<file path="src/rtl/divisor_sequencial_pkg.sv">
// Shared definitions for the sequential divider: default operand width and FSM states.
package divisor_sequencial_pkg;

  localparam int TAM_DEF = 8;

  typedef enum logic [1:0] {
    IDLE = 2'd0,
    CALC = 2'd1,
    DONE = 2'd2
  } state_t;

endpackage

</file>
<file path="src/rtl/divisor_sequencial_subtrator.sv">
// Combinational W+1 bit subtractor, same form as somador; MSB of the result is the borrow.
module divisor_sequencial_subtrator #(
  parameter int W = 8
) (
  input  logic [W:0] a_i,
  input  logic [W:0] b_i,
  output logic [W:0] dif_o
);

  assign dif_o = a_i - b_i;

endmodule

</file>
<file path="src/rtl/divisor_sequencial.sv">
// Restoring shift-subtract unsigned divider, one quotient bit per clock, start/busy/done handshake.
module divisor_sequencial
  import divisor_sequencial_pkg::*;
#(
  parameter int TAM = TAM_DEF
) (
  input  logic           clk,
  input  logic           rst_n,
  input  logic           start,
  input  logic [TAM-1:0] dividendo,
  input  logic [TAM-1:0] divisor,
  output logic           busy,
  output logic           done,
  output logic [TAM-1:0] quociente,
  output logic [TAM-1:0] resto,
  output logic           div_zero
);

  localparam int CW = $clog2(TAM + 1);

  state_t         state_q, state_d;
  logic [TAM-1:0] rem_q, rem_d;
  logic [TAM-1:0] qacc_q, qacc_d;
  logic [TAM-1:0] dvsr_q, dvsr_d;
  logic [TAM-1:0] quo_q, quo_d;
  logic [TAM-1:0] resto_q, resto_d;
  logic [CW-1:0]  cnt_q, cnt_d;
  logic           dz_q, dz_d;

  logic [TAM:0]   trial;
  logic           borrow;
  logic [TAM-1:0] rem_nx, qacc_nx;

  divisor_sequencial_subtrator #(.W(TAM)) u_sub (
    .a_i   ({rem_q, qacc_q[TAM-1]}),
    .b_i   ({1'b0, dvsr_q}),
    .dif_o (trial)
  );

  // rem_q < divisor always holds, so the trial result fits in TAM bits unless it borrowed
  assign borrow  = trial[TAM];
  assign rem_nx  = borrow ? {rem_q[TAM-2:0], qacc_q[TAM-1]} : trial[TAM-1:0];
  assign qacc_nx = {qacc_q[TAM-2:0], ~borrow};

  always_comb begin
    state_d = state_q;
    rem_d   = rem_q;
    qacc_d  = qacc_q;
    dvsr_d  = dvsr_q;
    cnt_d   = cnt_q;
    quo_d   = quo_q;
    resto_d = resto_q;
    dz_d    = dz_q;
    case (state_q)
      IDLE: begin
        if (start) begin
          if (divisor != '0) begin
            dvsr_d  = divisor;
            rem_d   = '0;
            qacc_d  = dividendo;
            cnt_d   = CW'(TAM);
            state_d = CALC;
          end else begin
            quo_d   = '1;
            resto_d = dividendo;
            dz_d    = 1'b1;
            state_d = DONE;
          end
        end
      end
      CALC: begin
        rem_d  = rem_nx;
        qacc_d = qacc_nx;
        cnt_d  = cnt_q - CW'(1);
        if (cnt_q == CW'(1)) begin
          quo_d   = qacc_nx;
          resto_d = rem_nx;
          dz_d    = 1'b0;
          state_d = DONE;
        end
      end
      DONE:    state_d = IDLE;
      default: state_d = IDLE;
    endcase
  end

  always_ff @(posedge clk) begin
    if (!rst_n) begin
      state_q <= IDLE;
      rem_q   <= '0;
      qacc_q  <= '0;
      dvsr_q  <= '0;
      cnt_q   <= '0;
      quo_q   <= '0;
      resto_q <= '0;
      dz_q    <= 1'b0;
    end else begin
      state_q <= state_d;
      rem_q   <= rem_d;
      qacc_q  <= qacc_d;
      dvsr_q  <= dvsr_d;
      cnt_q   <= cnt_d;
      quo_q   <= quo_d;
      resto_q <= resto_d;
      dz_q    <= dz_d;
    end
  end

  assign busy      = (state_q == CALC);
  assign done      = (state_q == DONE);
  assign quociente = quo_q;
  assign resto     = resto_q;
  assign div_zero  = dz_q;

endmodule
</file>
<file path="config.mk">
export PLATFORM = sky130hd
export DESIGN_NAME = divisor_sequencial
export DESIGN_NICKNAME = d
export VERILOG_FILES = /design/src/rtl/divisor_sequencial_pkg.sv /design/src/rtl/divisor_sequencial_subtrator.sv /design/src/rtl/divisor_sequencial.sv
export SDC_FILE = /design/constraint.sdc
export NUM_CORES = 1
export LEC_CHECK = 0
export CAP_MARGIN = 20
export CORE_UTILIZATION = 40
export DETAILED_ROUTE_END_ITERATION = 6
export PLACE_DENSITY_LB_ADDON = 0.15
export SYNTH_ARGS = -nofsm -noshare
export SYNTH_HDL_FRONTEND = slang
export SYNTH_HIERARCHICAL = 1
export SYNTH_SLANG_ARGS = --single-unit
</file>
<file path="constraint.sdc">
create_clock -name clk -period 8.2 [get_ports clk]
set_input_delay 2.05 -clock clk [delete_from_list [all_inputs] [get_ports clk]]
set_output_delay 2.05 -clock clk [all_outputs]
set_load 0.01 [all_outputs]
</file>
==> report_table.html, run 1 <==
<table>
<tr><th>Metric</th><th>Value</th></tr>
<tr><th colspan="2">Synth</th></tr>
<tr><td>Mapped Avg Cell Area</td><td>8.69 um2</td></tr>
<tr><td>Total nets after synthesis</td><td>309</td></tr>
<tr><td>Cell types occupying the most area after synthesis</td><td>sky130_fd_sc_hd__dfxtp_1 (39%), sky130_fd_sc_hd__ha_1 (5.2%), sky130_fd_sc_hd__a21oi_1 (4.7%)</td></tr>
<tr><td>Number of distinct standard cells referenced by the synthesized netlist</td><td>44</td></tr>
<tr><td>Share of synthesized flip-flops with an asynchronous set or reset</td><td>0%</td></tr>
<tr><td>Sequential share of the synthesized area</td><td>38.8%</td></tr>
<tr><td>Synthesized flop and latch total</td><td>47</td></tr>
<tr><td>Post-synth top flop</td><td>sky130_fd_sc_hd__dfxtp_1</td></tr>
<tr><td>Count of flip-flops with a built-in enable after synthesis</td><td>0</td></tr>
<tr><td>Summed instance area of the synthesized netlist</td><td>0.00242 mm2</td></tr>
<tr><td>Synth top cells by count</td><td>sky130_fd_sc_hd__dfxtp_1 (47), sky130_fd_sc_hd__a21oi_1 (23), sky130_fd_sc_hd__nand2_1 (22)</td></tr>
<tr><td>Number of cells produced by synthesis</td><td>279</td></tr>
<tr><td>Synth area leader</td><td>sky130_fd_sc_hd__dfxtp_1</td></tr>
<tr><td>Area fraction of the dominant cell type after synthesis</td><td>38.8%</td></tr>
<tr><td>Most frequent cell after synthesis</td><td>sky130_fd_sc_hd__dfxtp_1</td></tr>
<tr><td>Yosys warning total</td><td>6</td></tr>
<tr><th colspan="2">Detailed routing</th></tr>
<tr><td>DR vias/cell</td><td>5.39</td></tr>
<tr><td>Count of routing violations after the opening detailed-route iteration</td><td>113</td></tr>
<tr><td>DRT antenna net count</td><td>0</td></tr>
<tr><td>Detailed-route via count</td><td>2,037</td></tr>
<tr><td>Post-route DRC violation count</td><td>0</td></tr>
<tr><td>Total Wirelength</td><td>5.58 mm</td></tr>
<tr><td>Pre-antenna DRT Iters</td><td>4</td></tr>
<tr><td>Average routed wire per standard cell</td><td>14.8 um</td></tr>
<tr><th colspan="2">STA</th></tr>
<tr><td>RSZ-0062 raised after global routing</td><td>false</td></tr>
<tr><td>Total negative setup slack</td><td>0 ns</td></tr>
<tr><td>Final Skew</td><td>0.00502 ns</td></tr>
<tr><td>Number of pins with negative max-slew slack in the final report</td><td>0</td></tr>
<tr><td>Hold Worst Slack</td><td>0.471 ns</td></tr>
<tr><td>Actual transition at the worst max-transition pin</td><td>0.762 ns</td></tr>
<tr><td>Shortest period the worst path allows</td><td>4.43 ns</td></tr>
<tr><td>Timing-limited maximum frequency</td><td>0.226 GHz</td></tr>
<tr><td>Final setup viols</td><td>0</td></tr>
<tr><td>Worst relative slew slack</td><td>49.2%</td></tr>
<tr><td>Number of hold violations in the final report</td><td>0</td></tr>
<tr><td>Tcrit/Tclk final</td><td>54.0%</td></tr>
<tr><th colspan="2">Global route</th></tr>
<tr><td>Wire length of the first global-routing pass</td><td>9.66 mm</td></tr>
<tr><td>Combined global-route utilization of all metal layers</td><td>19.4%</td></tr>
<tr><td>Vias in the first global route</td><td>1,994</td></tr>
<tr><td>Largest net degree at the start of global routing</td><td>49</td></tr>
<tr><td>Initial antenna violation count</td><td>0</td></tr>
<tr><td>Total overflow reported by the global router</td><td>0</td></tr>
<tr><th colspan="2">Floorplan</th></tr>
<tr><td>Floorplan die area</td><td>0.00638 mm2</td></tr>
<tr><td>I/O pin cnt</td><td>38</td></tr>
<tr><td>DIE WIDTH</td><td>79.9 um</td></tr>
<tr><td>Starting density of the core</td><td>42.7%</td></tr>
<tr><td>Total core area</td><td>0.00568 mm2</td></tr>
<tr><td>Count of standard-cell rows</td><td>27</td></tr>
<tr><td>Die H</td><td>79.9 um</td></tr>
<tr><th colspan="2">Worst setup path</th></tr>
<tr><td>Worst Setup Path Type</td><td>in -&gt; reg</td></tr>
<tr><td>Number of cells on the worst reg-to-reg path</td><td>12</td></tr>
<tr><td>R2r setup slk</td><td>5.17 ns</td></tr>
<tr><td>Reg-to-reg startpoint</td><td>qacc_q[7]</td></tr>
<tr><td>Nature of the critical path endpoint</td><td>flip-flop</td></tr>
<tr><td>Largest stage delay on the critical path</td><td>0.68 ns</td></tr>
<tr><td>Startpoint class of the critical path</td><td>input pin</td></tr>
<tr><td>Endpoint of the most critical register-to-register path</td><td>resto[4]</td></tr>
<tr><td>Critical path cell sequence</td><td>clkdlybuf4s50_1 &gt; or4_1 &gt; nor3b_2 &gt; or2_1 &gt; o221a_2</td></tr>
<tr><td>Buffers and inverters on the worst path</td><td>1</td></tr>
<tr><td>CP Data Arrival Time</td><td>4.68 ns</td></tr>
<tr><td>Delay-heaviest family, CP</td><td>simple AND/OR/NAND/NOR gates</td></tr>
<tr><td>Req. time, crit path</td><td>8.45 ns</td></tr>
<tr><td>CP max-delay cell</td><td>sky130_fd_sc_hd__or4_1</td></tr>
<tr><td>Maximum fanout along the worst path</td><td>16</td></tr>
<tr><th colspan="2">CTS</th></tr>
<tr><td>H-tree depth</td><td>2</td></tr>
<tr><td>Post-cts repair resize count</td><td>0</td></tr>
<tr><td>Clock Path Buffers</td><td>2</td></tr>
<tr><td>Clk pin slew, worst setup/hold paths</td><td>0.10 ns</td></tr>
<tr><td>Clock buffer count from CTS</td><td>5</td></tr>
<tr><td>TritonCTS clock tree</td><td>built</td></tr>
<tr><td>Number of sinks on the clock net</td><td>47</td></tr>
<tr><td>Post CTS Setup Buffer Count</td><td>0</td></tr>
<tr><td>Clock root cell</td><td>sky130_fd_sc_hd__clkbuf_8</td></tr>
<tr><td>Clock latency on the worst-skew pair</td><td>0.30 ns</td></tr>
<tr><td>Cts hold-fix bufs</td><td>0</td></tr>
<tr><th colspan="2">Placed design</th></tr>
<tr><td>Placed cell areas</td><td>0.00280 mm2</td></tr>
<tr><td>Cell count after placement</td><td>370</td></tr>
<tr><td>DP Wirelength</td><td>3.87 mm</td></tr>
<tr><td>IO Port Bufs</td><td>37</td></tr>
<tr><td>GP Congestion</td><td>0.743</td></tr>
<tr><th colspan="2">Final layout</th></tr>
<tr><td># nets final</td><td>335</td></tr>
<tr><td>Area added between synthesis and finish</td><td>19.4%</td></tr>
<tr><td>Core utilization of the finished layout</td><td>51.0%</td></tr>
<tr><td>Layout cells sized above 1</td><td>7.52%</td></tr>
<tr><td>Number of diodes added for antenna fixing</td><td>0</td></tr>
<tr><td>Cell area after layout</td><td>0.00290 mm2</td></tr>
<tr><td>Count of placed standard cells in the final layout, fillers left out</td><td>378</td></tr>
<tr><th colspan="2">Min path</th></tr>
<tr><td>Worst min-delay path endpoint</td><td>dvsr_q[4]</td></tr>
<tr><td>Class of the tightest hold or removal check</td><td>reg -&gt; reg</td></tr>
<tr><td>Worst hold stages</td><td>2</td></tr>
<tr><td>Start point of the worst min-delay path</td><td>dvsr_q[4]</td></tr>
<tr><th colspan="2">Run status</th></tr>
<tr><td>Run status</td><td>complete, no violations</td></tr>
<tr><th colspan="2">Power</th></tr>
<tr><td>Lkg Pwr</td><td>1.12 nW</td></tr>
<tr><td>Power density over cell area</td><td>205 mW/mm2</td></tr>
<tr><td>Worst supply voltage drop on vdd</td><td>0.0883 mV</td></tr>
<tr><th colspan="2">Flow run</th></tr>
<tr><td>Max Cap Viol</td><td>0</td></tr>
</table>
==> final cells by class <==
type | count | area, um2
Clock buffer | 6 | 82.6
Clock inverter | 2 | 16.3
Fill cell | 578 | 2780
Inverter | 15 | 56.3
Multi-Input combinational cell | 196 | 1320
Sequential cell | 47 | 941
Tap cell | 72 | 90.1
Timing Repair Buffer | 40 | 388
==> cell families after synthesis <==
kind of cell / after synthesis / share of synthesized area, %
flops: 47 / 38.8
mux: 8 / 3.30
other cells: 1 / 0.155
buf+inv: 36 / 6.71
compound gates: 86 / 25.4
fa+ha+maj: 11 / 5.99
simple gates: 84 / 17.5
xor+xnor: 6 / 2.17
==> report_power, final <==
part | switching, W | internal [W]
Clock | 0.0000851 | 0.0000690
Sequential | 0.0000111 | 0.000243
Combinational | 0.0000986 | 0.0000861
Total | 0.000195 | 0.000399
==> flip-flops by register name, summed over array words and instances, names as in the netlist <==
signal and count:
div_zero 1, qacc_q 8, dvsr_q 8, rem_q 8, state_q 2, cnt_q 4, resto 8, quociente 8
==> metrics by stage <==
stage,worst slack (ns),total power (W)
3_5_place_dp,3.46,0.000444
2_1_floorplan,4.71,0.000397
3_3_place_gp,3.50,0.000440
6_report,3.77,0.000593
4_1_cts,3.78,0.000598
5_1_grt,3.65,0.000629
==> worst min-delay path: cells and delay by family, from the launching register on <==
kind | cells | cell delay (ns)
DFF | 1 | 0.32
and+or+nand+nor | 1 | 0.05
AOI/OAI and AO/OA | 1 | 0.06
==> placed cells by master, fill, tap and decap left out, types with 6 or more instances in the layout <==
cell | Yosys | layout
sky130_fd_sc_hd__dfxtp_1 | 47 | 47
sky130_fd_sc_hd__clkdlybuf4s50_1 | 0 | 36
sky130_fd_sc_hd__a21oi_1 | 23 | 23
sky130_fd_sc_hd__nand2_1 | 22 | 22
sky130_fd_sc_hd__nor2_1 | 16 | 16
sky130_fd_sc_hd__nor2b_1 | 14 | 14
sky130_fd_sc_hd__inv_1 | 13 | 13
sky130_fd_sc_hd__nand3_1 | 13 | 13
sky130_fd_sc_hd__ha_1 | 10 | 10
sky130_fd_sc_hd__a31oi_1 | 9 | 9
sky130_fd_sc_hd__o31ai_1 | 9 | 9
sky130_fd_sc_hd__a21boi_1 | 8 | 8
sky130_fd_sc_hd__mux2i_1 | 8 | 8
sky130_fd_sc_hd__a21boi_0 | 8 | 8
sky130_fd_sc_hd__a22oi_1 | 7 | 7
sky130_fd_sc_hd__o221a_2 | 6 | 6
sky130_fd_sc_hd__clkbuf_8 | 0 | 6
==> worst max-delay path by stage <==
stage | startpoint | end | cells past startpoint
finish | divisor[3] | quociente[7] | 5
global route | divisor[3] | quociente[1] | 5
CTS | divisor[3] | quociente[7] | 5
detailed placement | divisor[3] | quociente[7] | 5
global placement | divisor[3] | quociente[5] | 5
floorplan | divisor[3] | cnt_q[3] | 6
==> layer usage <==
layer  share of wire (%)  track usage, %  vias to the layer above
li1                    -               -                     1045
met1                  50            27.3                      947
met2                  45            29.9                       37
met3                 3.9            3.43                        8
met4                 1.4            6.25                        0
met5                   0               0                        -
Power figures use the tool's default switching activity.
==> run 2, diff against run 1 <==
- clock period: 8.2 -> 4.4 ns (I/O delays scaled with it)
==> run 2 against run 1 <==
Effect of this change:
- worst setup slack worse by 2.5 ns
- register-to-register slack lost 3.8 ns
- critical path depth increased by 1
- count of clock-buffer cells in the layout is 1 lower
==> report_table.html, run 2 (same netlist as run 1, synthesis figures left out) <==
<table>
<tr><th>Metric</th><th>Value</th></tr>
<tr><th colspan="2">STA</th></tr>
<tr><td>Number of pins with negative max-slew slack in the final report</td><td>0 (unchanged)</td></tr>
<tr><td>Final Skew</td><td>0.00543 ns (was 0.00502 ns)</td></tr>
<tr><td>Timing-limited maximum frequency</td><td>0.319 GHz</td></tr>
<tr><td>Worst relative slew slack</td><td>51.1% (was 49.2%)</td></tr>
<tr><td>Final setup viols</td><td>0 (unchanged)</td></tr>
<tr><td>RSZ-0062 raised after global routing</td><td>false (unchanged)</td></tr>
<tr><td>Total negative setup slack</td><td>0 ns (unchanged)</td></tr>
<tr><td>Number of hold violations in the final report</td><td>0 (unchanged)</td></tr>
<tr><td>Shortest period the worst path allows</td><td>3.14 ns</td></tr>
<tr><td>Tcrit/Tclk final</td><td>71.3%</td></tr>
<tr><td>Actual transition at the worst max-transition pin</td><td>0.734 ns (was 0.762 ns)</td></tr>
<tr><th colspan="2">Floorplan</th></tr>
<tr><td>Floorplan die area</td><td>0.00638 mm2 (unchanged)</td></tr>
<tr><td>Die H</td><td>79.9 um (unchanged)</td></tr>
<tr><td>DIE WIDTH</td><td>79.9 um (unchanged)</td></tr>
<tr><td>Count of standard-cell rows</td><td>27 (unchanged)</td></tr>
<tr><td>Total core area</td><td>0.00568 mm2 (unchanged)</td></tr>
<tr><td>I/O pin cnt</td><td>38 (unchanged)</td></tr>
<tr><td>Starting density of the core</td><td>42.7% (unchanged)</td></tr>
<tr><th colspan="2">Worst setup path</th></tr>
<tr><td>Worst Setup Path Type</td><td>in -&gt; reg (unchanged)</td></tr>
<tr><td>Maximum fanout along the worst path</td><td>16 (unchanged)</td></tr>
<tr><td>CP Data Arrival Time</td><td>3.38 ns (was 4.68 ns)</td></tr>
<tr><td>R2r setup slk</td><td>1.40 ns (was 5.17 ns)</td></tr>
<tr><td>Req. time, crit path</td><td>4.65 ns (was 8.45 ns)</td></tr>
<tr><td>Startpoint class of the critical path</td><td>input pin (unchanged)</td></tr>
<tr><td>Nature of the critical path endpoint</td><td>flip-flop (unchanged)</td></tr>
<tr><th colspan="2">Detailed routing</th></tr>
<tr><td>M1 wire length</td><td>2.73 mm (was 2.80 mm)</td></tr>
<tr><td>Met3 routed WL</td><td>234 um (was 219 um)</td></tr>
<tr><td>Total Wirelength</td><td>5.46 mm (was 5.58 mm)</td></tr>
<tr><td>Detailed-route via count</td><td>2,035 (was 2,037)</td></tr>
<tr><td>Average routed wire per standard cell</td><td>14.4 um (was 14.8 um)</td></tr>
<tr><td>Post-route DRC violation count</td><td>0 (unchanged)</td></tr>
<tr><td>DR vias/cell</td><td>5.37 (was 5.39)</td></tr>
<tr><td>DR top layer</td><td>met4 (unchanged)</td></tr>
<tr><td>Met2 routed WL</td><td>2.44 mm (was 2.49 mm)</td></tr>
<tr><td>Count of routing violations after the opening detailed-route iteration</td><td>164 (was 113)</td></tr>
<tr><td>Pre-antenna DRT Iters</td><td>4 (unchanged)</td></tr>
<tr><td>DRT antenna net count</td><td>0 (unchanged)</td></tr>
<tr><th colspan="2">Power</th></tr>
<tr><td>Total power consumption of the routed design</td><td>0.00108 W (was 0.000593 W)</td></tr>
<tr><td>Power density over cell area</td><td>372 mW/mm2 (was 205 mW/mm2)</td></tr>
<tr><td>Worst supply voltage drop on vdd</td><td>0.218 mV (was 0.0883 mV)</td></tr>
<tr><td>Lkg Pwr</td><td>1.12 nW (about the same)</td></tr>
<tr><th colspan="2">CTS</th></tr>
<tr><td>Clock root cell</td><td>sky130_fd_sc_hd__clkbuf_8 (unchanged)</td></tr>
<tr><td>Number of sinks on the clock net</td><td>47 (unchanged)</td></tr>
<tr><td>Clock buffer count from CTS</td><td>5 (unchanged)</td></tr>
<tr><td>Clk pin slew, worst setup/hold paths</td><td>0.09 ns (was 0.10 ns)</td></tr>
<tr><td>Cts hold-fix bufs</td><td>0 (unchanged)</td></tr>
<tr><td>Post-cts repair resize count</td><td>0 (unchanged)</td></tr>
<tr><td>Post CTS Setup Buffer Count</td><td>0 (unchanged)</td></tr>
<tr><td>TritonCTS clock tree</td><td>built (unchanged)</td></tr>
<tr><td>Clock latency on the worst-skew pair</td><td>0.30 ns (about the same)</td></tr>
<tr><td>H-tree depth</td><td>2 (unchanged)</td></tr>
<tr><td>Clock Path Buffers</td><td>2 (unchanged)</td></tr>
<tr><th colspan="2">Placed design</th></tr>
<tr><td>GP Congestion</td><td>0.809 (was 0.743)</td></tr>
<tr><td>IO Port Bufs</td><td>37 (unchanged)</td></tr>
<tr><td>DP Wirelength</td><td>3.87 mm (about the same)</td></tr>
<tr><th colspan="2">Global route</th></tr>
<tr><td>Largest net degree at the start of global routing</td><td>49 (unchanged)</td></tr>
<tr><td>Wire length of the first global-routing pass</td><td>9.16 mm (was 9.66 mm)</td></tr>
<tr><td>Vias in the first global route</td><td>1,876 (was 1,994)</td></tr>
<tr><td>Combined global-route utilization of all metal layers</td><td>18.7% (was 19.4%)</td></tr>
<tr><td>Initial antenna violation count</td><td>0 (unchanged)</td></tr>
<tr><td>Total overflow reported by the global router</td><td>0 (unchanged)</td></tr>
<tr><th colspan="2">Final layout</th></tr>
<tr><td>Area added between synthesis and finish</td><td>19.3% (was 19.4%)</td></tr>
<tr><td># nets final</td><td>336 (was 335)</td></tr>
<tr><td>Layout cells sized above 1</td><td>7.82% (was 7.52%)</td></tr>
<tr><td>Number of diodes added for antenna fixing</td><td>0 (unchanged)</td></tr>
<tr><td>Most frequent cells in the layout</td><td>sky130_fd_sc_hd__dfxtp_1 (47), sky130_fd_sc_hd__clkdlybuf4s50_1 (36), sky130_fd_sc_hd__a21oi_1 (23) (unchanged)</td></tr>
<tr><td>Most frequent standard cell in the layout excluding fill and tap cells</td><td>sky130_fd_sc_hd__dfxtp_1 (unchanged)</td></tr>
<tr><th colspan="2">Min path</th></tr>
<tr><td>Class of the tightest hold or removal check</td><td>reg -&gt; reg (unchanged)</td></tr>
<tr><th colspan="2">Flow run</th></tr>
<tr><td>Max Cap Viol</td><td>0 (unchanged)</td></tr>
<tr><th colspan="2">Run status</th></tr>
<tr><td>Run status</td><td>complete, no violations (unchanged)</td></tr>
</table>
-- run 2: cell count changes in the layout (fill, tap and decap cells not counted) --
cell                         before  now
sky130_fd_sc_hd__clkinv_4         1    0
sky130_fd_sc_hd__buf_4            3    4
sky130_fd_sc_hd__clkinvlp_4       1    2
sky130_fd_sc_hd__clkbuf_8         6    5
sky130_fd_sc_hd__clkinv_2         0    1
-- run 2: report_power, final --
part           leakage [nW]  switching (W)  total (W)  internal [W]
clock network        0.0402       0.000148   0.000258      0.000111
registers             0.383      0.0000207   0.000474      0.000454
logic                 0.695       0.000183   0.000344      0.000161
total                  1.12       0.000352    0.00108      0.000725
-- run 2: stage by stage --
| stage | utilization, % | hold slack [ns] | instance area, um2 | cells | setup slack (ns) |
|---|---|---|---|---|---|
| floorplan | - | 0.443 | 2420 | 279 | 1.72 |
| global placement | 49.3 | 0.455 | 2800 | 370 | 0.984 |
| detailed placement | 49.4 | 0.458 | 2800 | 371 | 0.970 |
| CTS | 51.0 | 0.471 | 2890 | 379 | 1.27 |
| global route | 51.0 | 0.507 | 2890 | 379 | 1.10 |
| finish | 51.0 | 0.467 | 2890 | 379 | 1.26 |
-- run 2: per-layer routing --
layer | vias to the layer above | track usage (%)
met5 | - | 0
met4 | 0 | 5.36
met3 | 4 | 3.09
met2 | 43 | 29.0
met1 | 943 | 26.5
li1 | 1045 | -
-- run 2: worst max-delay path, cell delays in order --
cell	delay, ns
sky130_fd_sc_hd__clkdlybuf4s50_1	0.42
sky130_fd_sc_hd__or4_1	0.68
sky130_fd_sc_hd__nor3b_2	0.22
sky130_fd_sc_hd__buf_4	0.20
sky130_fd_sc_hd__or2_1	0.47
sky130_fd_sc_hd__o221a_2	0.29
-- run 2: final timing paths --
check / start / endpoint / cells after the start
worst max-delay path: divisor[3] / quociente[7] / 6
worst min-delay path: dvsr_q[5] / dvsr_q[5] / 2
worst max register to register: qacc_q[7] / resto[3] / 12
worst min register to register: dvsr_q[5] / dvsr_q[5] / 2
-- run 2: layout make-up --
type                       count  area (um2)
clock buffer                   5        68.8
clock inverter                 3        20.0
fill                         561        2780
inverter                      15        56.3
multi-input combinational    196        1320
sequential                    47         941
tap                           72        90.1
timing repair buffer          41         395
